File: src/rtl/shift_pkg.sv
// Shared encodings for the iterative shift-source unit: shift operations and FSM states.
// The reserved-op helper lets the unit collapse unsupported ops into a pass-through.
package shift_pkg;

   typedef enum logic [2:0] {
      OP_SLL = 3'b000,
      OP_SRL = 3'b001,
      OP_SRA = 3'b010,
      OP_ROR = 3'b011,
      OP_ROL = 3'b100
   } shift_op_e;

   typedef enum logic [1:0] {
      ST_IDLE  = 2'b00,
      ST_SHIFT = 2'b01,
      ST_DONE  = 2'b10
   } shift_state_e;

   // Encodings above OP_ROL carry no shift; the unit treats them as a zero-length pass-through.
   function automatic logic op_is_reserved(input logic [2:0] op);
      return op > 3'(OP_ROL);
   endfunction

endpackage

File: src/rtl/shift_src_mux.sv
// Parametrised NSRC:1 operand select; any index without a matching source falls back to source 0.
module shift_src_mux #(
   parameter int WIDTH = 32,
   parameter int NSRC  = 4,
   parameter int SELW  = $clog2(NSRC)
) (
   input  logic [SELW-1:0]       sel,
   input  logic [NSRC*WIDTH-1:0] src_data,
   output logic [WIDTH-1:0]      data_out
);

   // Source 0 is the default, so out-of-range indices need no separate branch.
   always_comb begin
      data_out = src_data[WIDTH-1:0];
      for (int i = 1; i < NSRC; i++) begin
         if (sel == SELW'(i)) begin
            data_out = src_data[i*WIDTH +: WIDTH];
         end
      end
   end

endmodule

File: src/rtl/shift_src_unit.sv
// Iterative shifter fed by a parametrised operand select: one bit of shift per clock,
// with a start/busy/done handshake toward the control FSM.
module shift_src_unit
   import shift_pkg::*;
#(
   parameter int WIDTH = 32,
   parameter int NSRC  = 4,
   parameter int SELW  = $clog2(NSRC),
   parameter int SHW   = $clog2(WIDTH)
) (
   input  logic                  clk,
   input  logic                  reset,
   input  logic                  start,
   input  logic [2:0]            op,
   input  logic [SELW-1:0]       data_sel,
   input  logic [NSRC*WIDTH-1:0] src_data,
   input  logic                  amt_sel,
   input  logic [SHW-1:0]        amt_imm,
   input  logic [WIDTH-1:0]      amt_reg,
   output logic                  busy,
   output logic                  done,
   output logic [WIDTH-1:0]      result
);

   shift_state_e     state, state_nxt;
   logic [WIDTH-1:0] acc, acc_nxt;
   logic [SHW-1:0]   count, count_nxt;
   logic [2:0]       op_q, op_nxt;
   logic [WIDTH-1:0] result_nxt;
   logic [WIDTH-1:0] sel_data;
   logic [SHW-1:0]   amt;
   logic [WIDTH-1:0] acc_shifted;

   // Only the low SHW bits of the register amount matter (shift modulo WIDTH).
   logic unused_amt_hi;
   assign unused_amt_hi = ^amt_reg[WIDTH-1:SHW];

   shift_src_mux #(
      .WIDTH (WIDTH),
      .NSRC  (NSRC),
      .SELW  (SELW)
   ) u_src_mux (
      .sel      (data_sel),
      .src_data (src_data),
      .data_out (sel_data)
   );

   assign amt = amt_sel ? amt_reg[SHW-1:0] : amt_imm;

   // Single-bit step of the latched operation.
   always_comb begin
      acc_shifted = acc;
      case (op_q)
         OP_SLL:  acc_shifted = {acc[WIDTH-2:0], 1'b0};
         OP_SRL:  acc_shifted = {1'b0, acc[WIDTH-1:1]};
         OP_SRA:  acc_shifted = {acc[WIDTH-1], acc[WIDTH-1:1]};
         OP_ROR:  acc_shifted = {acc[0], acc[WIDTH-1:1]};
         OP_ROL:  acc_shifted = {acc[WIDTH-2:0], acc[WIDTH-1]};
         default: acc_shifted = acc;
      endcase
   end

   // Next-state and datapath update; result is only loaded on the transition into DONE.
   always_comb begin
      state_nxt  = state;
      acc_nxt    = acc;
      count_nxt  = count;
      op_nxt     = op_q;
      result_nxt = result;
      case (state)
         ST_IDLE: begin
            if (start) begin
               acc_nxt   = sel_data;
               count_nxt = op_is_reserved(op) ? '0 : amt;
               op_nxt    = op;
               state_nxt = ST_SHIFT;
            end
         end
         ST_SHIFT: begin
            if (count == '0) begin
               result_nxt = acc;
               state_nxt  = ST_DONE;
            end else begin
               acc_nxt   = acc_shifted;
               count_nxt = count - SHW'(1);
            end
         end
         ST_DONE: begin
            state_nxt = ST_IDLE;
         end
         default: begin
            state_nxt = ST_IDLE;
         end
      endcase
   end

   always_ff @(posedge clk or posedge reset) begin
      if (reset) begin
         state  <= ST_IDLE;
         acc    <= '0;
         count  <= '0;
         op_q   <= '0;
         result <= '0;
      end else begin
         state  <= state_nxt;
         acc    <= acc_nxt;
         count  <= count_nxt;
         op_q   <= op_nxt;
         result <= result_nxt;
      end
   end

   assign busy = (state != ST_IDLE);
   assign done = (state == ST_DONE);

endmodule

File: config.mk
export PLATFORM = sky130hd
export DESIGN_NAME = shift_src_unit
export DESIGN_NICKNAME = d
export VERILOG_FILES = /design/src/rtl/shift_pkg.sv /design/src/rtl/shift_src_mux.sv /design/src/rtl/shift_src_unit.sv
export SDC_FILE = /design/constraint.sdc
export NUM_CORES = 1
export LEC_CHECK = 0
export CORE_UTILIZATION = 46
export CTS_CLUSTER_DIAMETER = 60
export DETAILED_ROUTE_END_ITERATION = 7
export GPL_TIMING_DRIVEN = 0
export PLACE_DENSITY = 0.87
export SYNTH_ARGS = -nofsm -noshare
export SYNTH_HDL_FRONTEND = slang
export SYNTH_SLANG_ARGS = --single-unit
export TNS_END_PERCENT = 10
File: constraint.sdc
create_clock -name clk -period 3.7 [get_ports clk]
set_clock_uncertainty 0.05 [all_clocks]
set_input_delay 0.37 -clock clk [delete_from_list [all_inputs] [get_ports clk]]
set_output_delay 0.37 -clock clk [all_outputs]
set_load 0.02 [all_outputs]
==> results of run 1 <==
## cell usage after synthesis, drive strengths merged (3+ instances only)
master,n,area (sq um)
o32ai,3,26.28
inv,5,18.77
clkbuf,4,17.52
buf,24,217.7
mux2i,34,340.3
o21a,3,30.02
mux4,32,732.0
nand2,40,150.1
o21ai,35,175.2
mux2,68,874.6
dfrtp,74,1852
## worst paths after layout
kind / depth (start not counted) / slack (ns) / end
setup / recovery: 2 / 1.64 / busy
hold / removal: 1 / 0.46 / result[28]$_DFFE_PP0P_
setup reg to reg: 6 / 1.67 / result[10]$_DFFE_PP0P_
hold reg to reg: 1 / 0.46 / result[28]$_DFFE_PP0P_
max in group asynchronous: 2 / 2.51 / acc[16]$_DFFE_PP0P_
min in group asynchronous: 2 / 0.51 / result[26]$_DFFE_PP0P_
## sequential cells by signal, summed over array words and instances (netlist names)
register / flops
count: 5
op_q: 3
result: 32
acc: 32
state: 2
## worst max-delay path: stages (launching register included)
cell and delay [ns]:
dfrtp_1 0.43, or2_2 0.31, clkdlybuf4s50_1 0.54
## cell type report
| type | count | area [sq um] | area share [%] |
|---|---|---|---|
| buffer | 28 | 235.2 | 3.455 |
| clock buffer | 10 | 127.6 | 1.875 |
| clock inverter | 6 | 113.9 | 1.672 |
| inverter | 5 | 21.27 | 0.3124 |
| multi-input combinational | 236 | 2510 | 36.87 |
| sequential | 74 | 1852 | 27.20 |
| tap | 133 | 166.4 | 2.444 |
| timing repair buffer | 178 | 1782 | 26.17 |
## cells by family after synthesis
logic type      Yosys count  synth area share [%]
mux                     134                 42.18
flops                    74                 40.12
buf+inv                  33                 5.503
simple gates             49                 4.988
fa+ha+maj                 1                0.2710
compound gates           52                 6.940
## power groups by stage
| stage | combinational, mW | sequential, mW | clock [mW] |
|---|---|---|---|
| 6_report | 3.08 | 1.55 | 0.772 |
| 5_1_grt | 3.31 | 1.60 | 0.802 |
| 4_1_cts | 3.09 | 1.55 | 0.771 |
| 3_5_place_dp | 3.08 | 1.56 | 0 |
| 3_3_place_gp | 2.96 | 1.53 | 0 |
| 2_1_floorplan | 2.06 | 1.64 | 0 |
## routing by layer
| metal | track usage (%) | share of wire (%) | routed length (um) |
|---|---|---|---|
| met1 | 29.81 | 41 | 4866 |
| met2 | 41.71 | 52 | 6200 |
| met3 | 5.062 | 5.9 | 698 |
| met4 | 9.121 | 1.2 | 143 |
| met5 | 0 | 0 | 0 |
## metrics by stage
stage / worst slack (ns) / power, mW / instances / instance area, sq um / utilization, %
floorplan: 1.398 / 3.698 / 343 / 4616 / -
global placement: 0.2691 / 4.498 / 654 / 6564 / 67.46
detailed placement: 1.456 / 4.640 / 654 / 6566 / 67.49
CTS: 1.625 / 5.408 / 670 / 6808 / 69.97
global route: 1.536 / 5.716 / 670 / 6808 / 69.97
finish: 1.642 / 5.396 / 670 / 6808 / 69.97
==> metrics.txt, run 1 <==
# TYPE chip_impl_metric gauge
chip_impl_metric{name="slew_viol_final",unit=""} 0
chip_impl_metric{name="share_clk_of_total_power",unit="%"} 14.3
chip_impl_metric{name="path_max_fanout",unit=""} 5
chip_impl_metric{name="sequentialPowerShare",unit="%"} 28.7
chip_impl_metric{name="drt_drc_violations_left",unit=""} 0
chip_impl_metric{name="ios",unit=""} 208
chip_impl_metric{name="fin_worst_hold_slack",unit="ns"} 0.4599
chip_impl_metric{name="timing.fmax",unit="MHz"} 485.9
chip_impl_info{name="worstSetupStartpoint",value="state[1]$_DFFE_PP0P_"} 1
chip_impl_info{name="worst_setup_path_start_kind",value="flip-flop"} 1
chip_impl_metric{name="clockBufferDepth",unit=""} 2
chip_impl_metric{name="global_route.usage.total",unit="%"} 24.16
chip_impl_metric{name="rows",unit=""} 36
chip_impl_metric{name="worst_ep_arrival_time",unit="ns"} 1.64
chip_impl_metric{name="die-area",unit="sq um"} 10440
chip_impl_info{name="dominantRegCellSynth",value="dfrtp_1"} 1
chip_impl_metric{name="cap_viol_max_count",unit=""} 0
chip_impl_metric{name="fillers",unit=""} 714
chip_impl_metric{name="part_of_the_cycle_the_worst_path_needs",unit="%"} 55.62
chip_impl_metric{name="clk_pin_slew",unit="ns"} 0.08
chip_impl_metric{name="floorplan.initialDensity",unit="%"} 47.44
chip_impl_metric{name="postCtsSetupBuffers",unit=""} 0
chip_impl_metric{name="postSynthAreaPerCell",unit="sq um"} 13.46
chip_impl_metric{name="global_route_wire_length_before_repair",unit="mm"} 19.09
chip_impl_metric{name="grt_antenna_before_repair",unit=""} 0
chip_impl_metric{name="vias_per_cell",unit=""} 5.427
chip_impl_metric{name="drt_first_iter_violations",unit=""} 84
chip_impl_metric{name="post_synth_inst_count",unit=""} 343
chip_impl_metric{name="congestion_overflow_gr",unit=""} 0
chip_impl_metric{name="worst_skew_pair.late_latency",unit="ns"} 0.35
chip_impl_info{name="reg_to_reg_critical_path_startpoint",value="count[0]$_DFFE_PP0P_"} 1
chip_impl_metric{name="cts-resized-gates",unit=""} 0
chip_impl_metric{name="p_int",unit="mW"} 3.413
chip_impl_metric{name="antenna_cells_inserted",unit=""} 0
chip_impl_metric{name="power_frac_comb",unit="%"} 57.0
chip_impl_metric{name="setup_viol",unit=""} 0
chip_impl_metric{name="detailed_routing_iteration_count_for_the_pre_antenna_repair_pass",unit=""} 4
chip_impl_info{name="rsz_0062_raised_after_global_routing",value="no"} 1
chip_impl_metric{name="netlist_area",unit="sq um"} 4616
chip_impl_metric{name="synth_seq_area_share",unit="%"} 40.12
chip_impl_metric{name="route.antenna.remaining_nets",unit=""} 0
chip_impl_metric{name="ys_ff_latch",unit=""} 74
chip_impl_info{name="hold_path.startpoint",value="result[28]$_DFFE_PP0P_"} 1
chip_impl_metric{name="nets",unit=""} 707
chip_impl_metric{name="max_slew_margin",unit="%"} 40.62
chip_impl_metric{name="synth-async-reset-ratio",unit="%"} 100.0
chip_impl_metric{name="sw_frac_of_total",unit="%"} 36.75
chip_impl_metric{name="vias",unit=""} 3636
chip_impl_info{name="cts_tree",value="built"} 1
chip_impl_metric{name="vdd_drop_max",unit="V"} 0.0003745
chip_impl_info{name="root_buffer",value="clkbuf_8"} 1
chip_impl_info{name="critical_path.endpoint_type",value="output pin"} 1
chip_impl_metric{name="hpwl",unit="mm"} 9.527
chip_impl_info{name="critical_path_class",value="reg -> out"} 1
chip_impl_metric{name="pin_count_of_the_biggest_net_entering_global_routing",unit=""} 75
chip_impl_info{name="tightest_hold_check_type",value="reg -> reg"} 1
chip_impl_metric{name="io_buffers",unit=""} 178
chip_impl_metric{name="area_growth_syn_to_layout",unit="%"} 47.49
chip_impl_metric{name="synth_enable_flop_cells",unit=""} 0
chip_impl_metric{name="die-width",unit="um"} 102.2
chip_impl_metric{name="tightest_slew",unit="ns"} 0.8907
chip_impl_metric{name="power_switching",unit="mW"} 1.983
chip_impl_metric{name="die_y",unit="um"} 102.2
chip_impl_metric{name="cts.sink_count",unit=""} 74
chip_impl_metric{name="totalNegativeSetupSlack",unit="ns"} 0
chip_impl_metric{name="synthesis.yosys.warnings",unit=""} 0
chip_impl_metric{name="synth_cell_types",unit=""} 36
chip_impl_metric{name="crit_required",unit="ns"} 3.28
chip_impl_metric{name="cellPowerDensity",unit="nW/um^2"} 792.6
chip_impl_metric{name="p_leak",unit="nW"} 2.946
chip_impl_metric{name="gp_congestion",unit=""} 0.7894
chip_impl_metric{name="area_of_the_core",unit="sq um"} 9729
chip_impl_metric{name="tritoncts.num_buffers",unit=""} 9
chip_impl_metric{name="via_count_of_the_first_global_routing_pass",unit=""} 3914
chip_impl_info{name="most-common-layout-cells",value="178 x clkdlybuf4s50_1, 74 x dfrtp_1, 40 x nand2_1"} 1
chip_impl_metric{name="layout-drive-gt1-share",unit="%"} 26.63
chip_impl_info{name="mostFrequentLayoutCell",value="clkdlybuf4s50_1"} 1
chip_impl_metric{name="final_hold_viol_count",unit=""} 0
chip_impl_info{name="status",value="finished clean"} 1
chip_impl_metric{name="finalWorstPathRequiredPeriod",unit="ns"} 2.058
chip_impl_metric{name="syn_nets",unit=""} 518
chip_impl_metric{name="drt-wirelength-per-cell",unit="um"} 17.77
chip_impl_metric{name="totalWireLength",unit="mm"} 11.91
chip_impl_metric{name="cts_hold_buf",unit=""} 0
chip_impl_metric{name="cts_htree_levels",unit=""} 3
(Power assumes the default switching activity.)
==> run 2, diff against run 1 <==
--- a/config.mk
+++ b/config.mk
@@ -5,11 +5,11 @@
 export SDC_FILE = /design/constraint.sdc
 export NUM_CORES = 1
 export LEC_CHECK = 0
-export CORE_UTILIZATION = 46
+export CORE_UTILIZATION = 38
 export CTS_CLUSTER_DIAMETER = 60
 export DETAILED_ROUTE_END_ITERATION = 7
 export GPL_TIMING_DRIVEN = 0
-export PLACE_DENSITY = 0.87
+export PLACE_DENSITY = 0.77
 export SYNTH_ARGS = -nofsm -noshare
 export SYNTH_HDL_FRONTEND = slang
 export SYNTH_SLANG_ARGS = --single-unit
==> constraint.sdc (replaced) <==
create_clock -name clk -period 1.8 [get_ports clk]
set_clock_uncertainty 0.05 [all_clocks]
set_input_delay 0.18 -clock clk [delete_from_list [all_inputs] [get_ports clk]]
set_output_delay 0.18 -clock clk [all_outputs]
set_load 0.02 [all_outputs]
==> run 2 against run 1 <==
Compared with the run above:
- the flow now finishes with violations (DRC, setup timing)
- global-route usage down 4.4 points
- clock-buffer cell count up 2
- critical endpoint is now acc[20]$_DFFE_PP0P_
- sequential power up 110%
- largest cell class unchanged
- worst hold slack worse by 0.23 ns
- first-iteration DRC count up 29%
- flip-flop and latch count unchanged
- utilization down 8.7 points
- total power up 120%
- clock power rose to 2.5 times the previous value
- via count up 0.61%
- final area up 4.4%
- largest power group unchanged
- cell count up 3.1%
==> metrics.txt, run 2 (same netlist as run 1, synthesis figures left out) <==
# TYPE chip_impl_metric gauge
chip_impl_metric{name="floorplan.initialDensity",unit="%"} 39.74
chip_impl_info{name="violations",value="DRC, setup timing"} 1
chip_impl_metric{name="area_of_the_core",unit="sq um"} 11610
chip_impl_metric{name="timing.fmax",unit="MHz"} 550.5
chip_impl_metric{name="drt-wirelength-per-cell",unit="um"} 17.78
chip_impl_info{name="status",value="finished with violations"} 1
chip_impl_info{name="root_buffer",value="clkbuf_16"} 1
chip_impl_metric{name="via_count_of_the_first_global_routing_pass",unit=""} 3923
chip_impl_metric{name="clk_pin_slew",unit="ns"} 0.06
chip_impl_metric{name="routed_length_on_met1",unit="mm"} 5.119
chip_impl_info{name="critical_path_class",value="reg -> reg"} 1
chip_impl_info{name="mostFrequentLayoutCell",value="clkdlybuf4s50_1"} 1
chip_impl_metric{name="area_growth_syn_to_layout",unit="%"} 54.05
chip_impl_metric{name="slew_viol_final",unit=""} 0
chip_impl_metric{name="die_y",unit="um"} 112.2
chip_impl_metric{name="vias",unit=""} 3658
chip_impl_metric{name="p_leak",unit="nW"} 3.098
chip_impl_metric{name="io_buffers",unit=""} 178
chip_impl_metric{name="worst-r2r-cell-count",unit=""} 5
chip_impl_metric{name="finish.instance_area",unit="sq um"} 7111
chip_impl_metric{name="worst_ep_arrival_time",unit="ns"} 1.98
chip_impl_metric{name="global_route.usage.total",unit="%"} 19.73
chip_impl_metric{name="layout.area.seq",unit="sq um"} 1853
chip_impl_metric{name="global_route_wire_length_before_repair",unit="mm"} 19.35
chip_impl_metric{name="antenna_cells_inserted",unit=""} 0
chip_impl_info{name="reg.largest.list",value="acc (32), result (32), count (5)"} 1
chip_impl_metric{name="finalWorstSetupSlack",unit="ns"} -0.01644
chip_impl_metric{name="part_of_the_cycle_the_worst_path_needs",unit="%"} 100.9
chip_impl_metric{name="cellPowerDensity",unit="nW/um^2"} 1671
chip_impl_info{name="most-common-layout-cells",value="176 x clkdlybuf4s50_1, 73 x dfrtp_1, 39 x nand2_1"} 1
chip_impl_metric{name="ios",unit=""} 208
chip_impl_metric{name="routed_wl_met2",unit="mm"} 6.333
chip_impl_metric{name="dr_wl_met3",unit="um"} 648
chip_impl_metric{name="finish.cell_count_without_fillers",unit=""} 691
chip_impl_metric{name="path_max_fanout",unit=""} 10
chip_impl_metric{name="vias_per_cell",unit=""} 5.294
chip_impl_metric{name="dpl_cell_area",unit="sq um"} 6620
chip_impl_metric{name="final_hold_viol_count",unit=""} 0
chip_impl_metric{name="worst_skew_pair.late_latency",unit="ns"} 0.32
chip_impl_metric{name="fin_worst_hold_slack",unit="ns"} 0.2283
chip_impl_metric{name="footprint_of_the_multi_input_gates",unit="sq um"} 2556
chip_impl_metric{name="rows",unit=""} 39
chip_impl_metric{name="layout-drive-gt1-share",unit="%"} 29.38
chip_impl_metric{name="drt_drc_violations_left",unit=""} 6
chip_impl_info{name="highest_layer",value="met4"} 1
chip_impl_metric{name="clockBufferDepth",unit=""} 2
chip_impl_metric{name="detailed_routing_iteration_count_for_the_pre_antenna_repair_pass",unit=""} 6
chip_impl_metric{name="nets",unit=""} 718
chip_impl_metric{name="die-width",unit="um"} 112.2
chip_impl_info{name="rsz_0062_raised_after_global_routing",value="yes"} 1
chip_impl_metric{name="cts_hold_buf",unit=""} 0
chip_impl_metric{name="route.antenna.remaining_nets",unit=""} 0
chip_impl_info{name="cts_tree",value="built"} 1
chip_impl_metric{name="pin_count_of_the_biggest_net_entering_global_routing",unit=""} 38
chip_impl_metric{name="grt_antenna_before_repair",unit=""} 0
chip_impl_metric{name="drt_first_iter_violations",unit=""} 108
chip_impl_metric{name="tightest_slew",unit="ns"} 0.3929
chip_impl_info{name="tightest_hold_check_type",value="in -> async"} 1
chip_impl_metric{name="crit_required",unit="ns"} 1.96
chip_impl_metric{name="finalWorstPathRequiredPeriod",unit="ns"} 1.816
chip_impl_info{name="worst_setup_path_start_kind",value="flip-flop"} 1
chip_impl_metric{name="cts_htree_levels",unit=""} 3
chip_impl_metric{name="die-area",unit="sq um"} 12590
chip_impl_info{name="critical_path.endpoint_type",value="flip-flop"} 1
chip_impl_metric{name="congestion_overflow_gr",unit=""} 0
chip_impl_metric{name="cap_viol_max_count",unit=""} 0
chip_impl_metric{name="vdd_drop_max",unit="V"} 0.0009544
chip_impl_metric{name="numPlacedInstances",unit=""} 666
chip_impl_metric{name="max_slew_margin",unit="%"} 73.80
chip_impl_metric{name="tritoncts.num_buffers",unit=""} 9
chip_impl_metric{name="fillers",unit=""} 899
chip_impl_metric{name="hpwl",unit="mm"} 9.712
chip_impl_metric{name="totalNegativeSetupSlack",unit="ns"} -0.1351
chip_impl_metric{name="gp_congestion",unit=""} 0.7950
chip_impl_metric{name="totalWireLength",unit="mm"} 12.29
chip_impl_metric{name="setup_viol",unit=""} 23
chip_impl_metric{name="cts.sink_count",unit=""} 74
run 2: changes by cell type in the layout (fill, tap and decap cells not counted), moves of 2 or more:
cell	change
clkdlybuf4s50_1	-2
buf_2	-4
clkbuf_8	-7
buf_12	+5
buf_4	+11
o21bai_4	+2
inv_2	+2
inv_1	-2
clkbuf_16	+9
run 2: final cells by class:
cell class	instances	area share [%]
clock buffer	12	3.607
buffer	28	3.924
clock inverter	4	1.038
tap	143	2.516
sequential	74	26.06
inverter	5	0.3167
multi-input combinational	236	35.95
timing repair buffer	189	26.59
run 2: timing repair:
item	CTS	global route
gates resized for setup	11	15
pin swaps	2	3
buffers inserted	3	6
setup endpoints to repair	60	66
run 2: worst max-delay path, cell delays in order, from the launching register on:
cell      delay [ns]
dfrtp_2         0.44
nor3b_4         0.34
o21bai_4        0.20
o21a_4          0.20
buf_12          0.16
mux2_4          0.31
run 2: final timing paths:
path	from	end	slack [ns]
setup / recovery	state[0]$_DFFE_PP0P_	acc[20]$_DFFE_PP0P_	-0.02
hold / removal	reset	result[24]$_DFFE_PP0P_	0.23
setup reg to reg	state[0]$_DFFE_PP0P_	acc[20]$_DFFE_PP0P_	-0.02
hold reg to reg	result[22]$_DFFE_PP0P_	result[22]$_DFFE_PP0P_	0.45
max in group asynchronous	reset	state[0]$_DFFE_PP0P_	1.27
min in group clk	amt_sel	count[2]$_DFFE_PP0P_	0.41
run 2: power breakdown:
group	internal [mW]	leakage [nW]	total [mW]	switching, mW
sequential	2.50	0.920	3.22	0.727
clock	1.29	0.163	1.95	0.664
combinational	3.94	2.01	6.70	2.76
total	7.72	3.10	11.9	4.16
run 2: through the flow:
step           power [mW]  setup WS [ns]  utilization [%]
2_1_floorplan       7.602        0.06218                -
3_3_place_gp        9.292        -0.2569            56.66
3_5_place_dp        9.514        -0.2800            57.00
4_1_cts             11.67       -0.04620            60.40
5_1_grt             12.57       -0.06297            61.23
6_report            11.88       -0.01644            61.23
run 2: metal layers:
metal	up-vias	GRT usage (%)
li1	1695	-
met5	-	0
met1	1824	24.23
met4	0	6.756
met3	14	3.564
met2	125	34.95
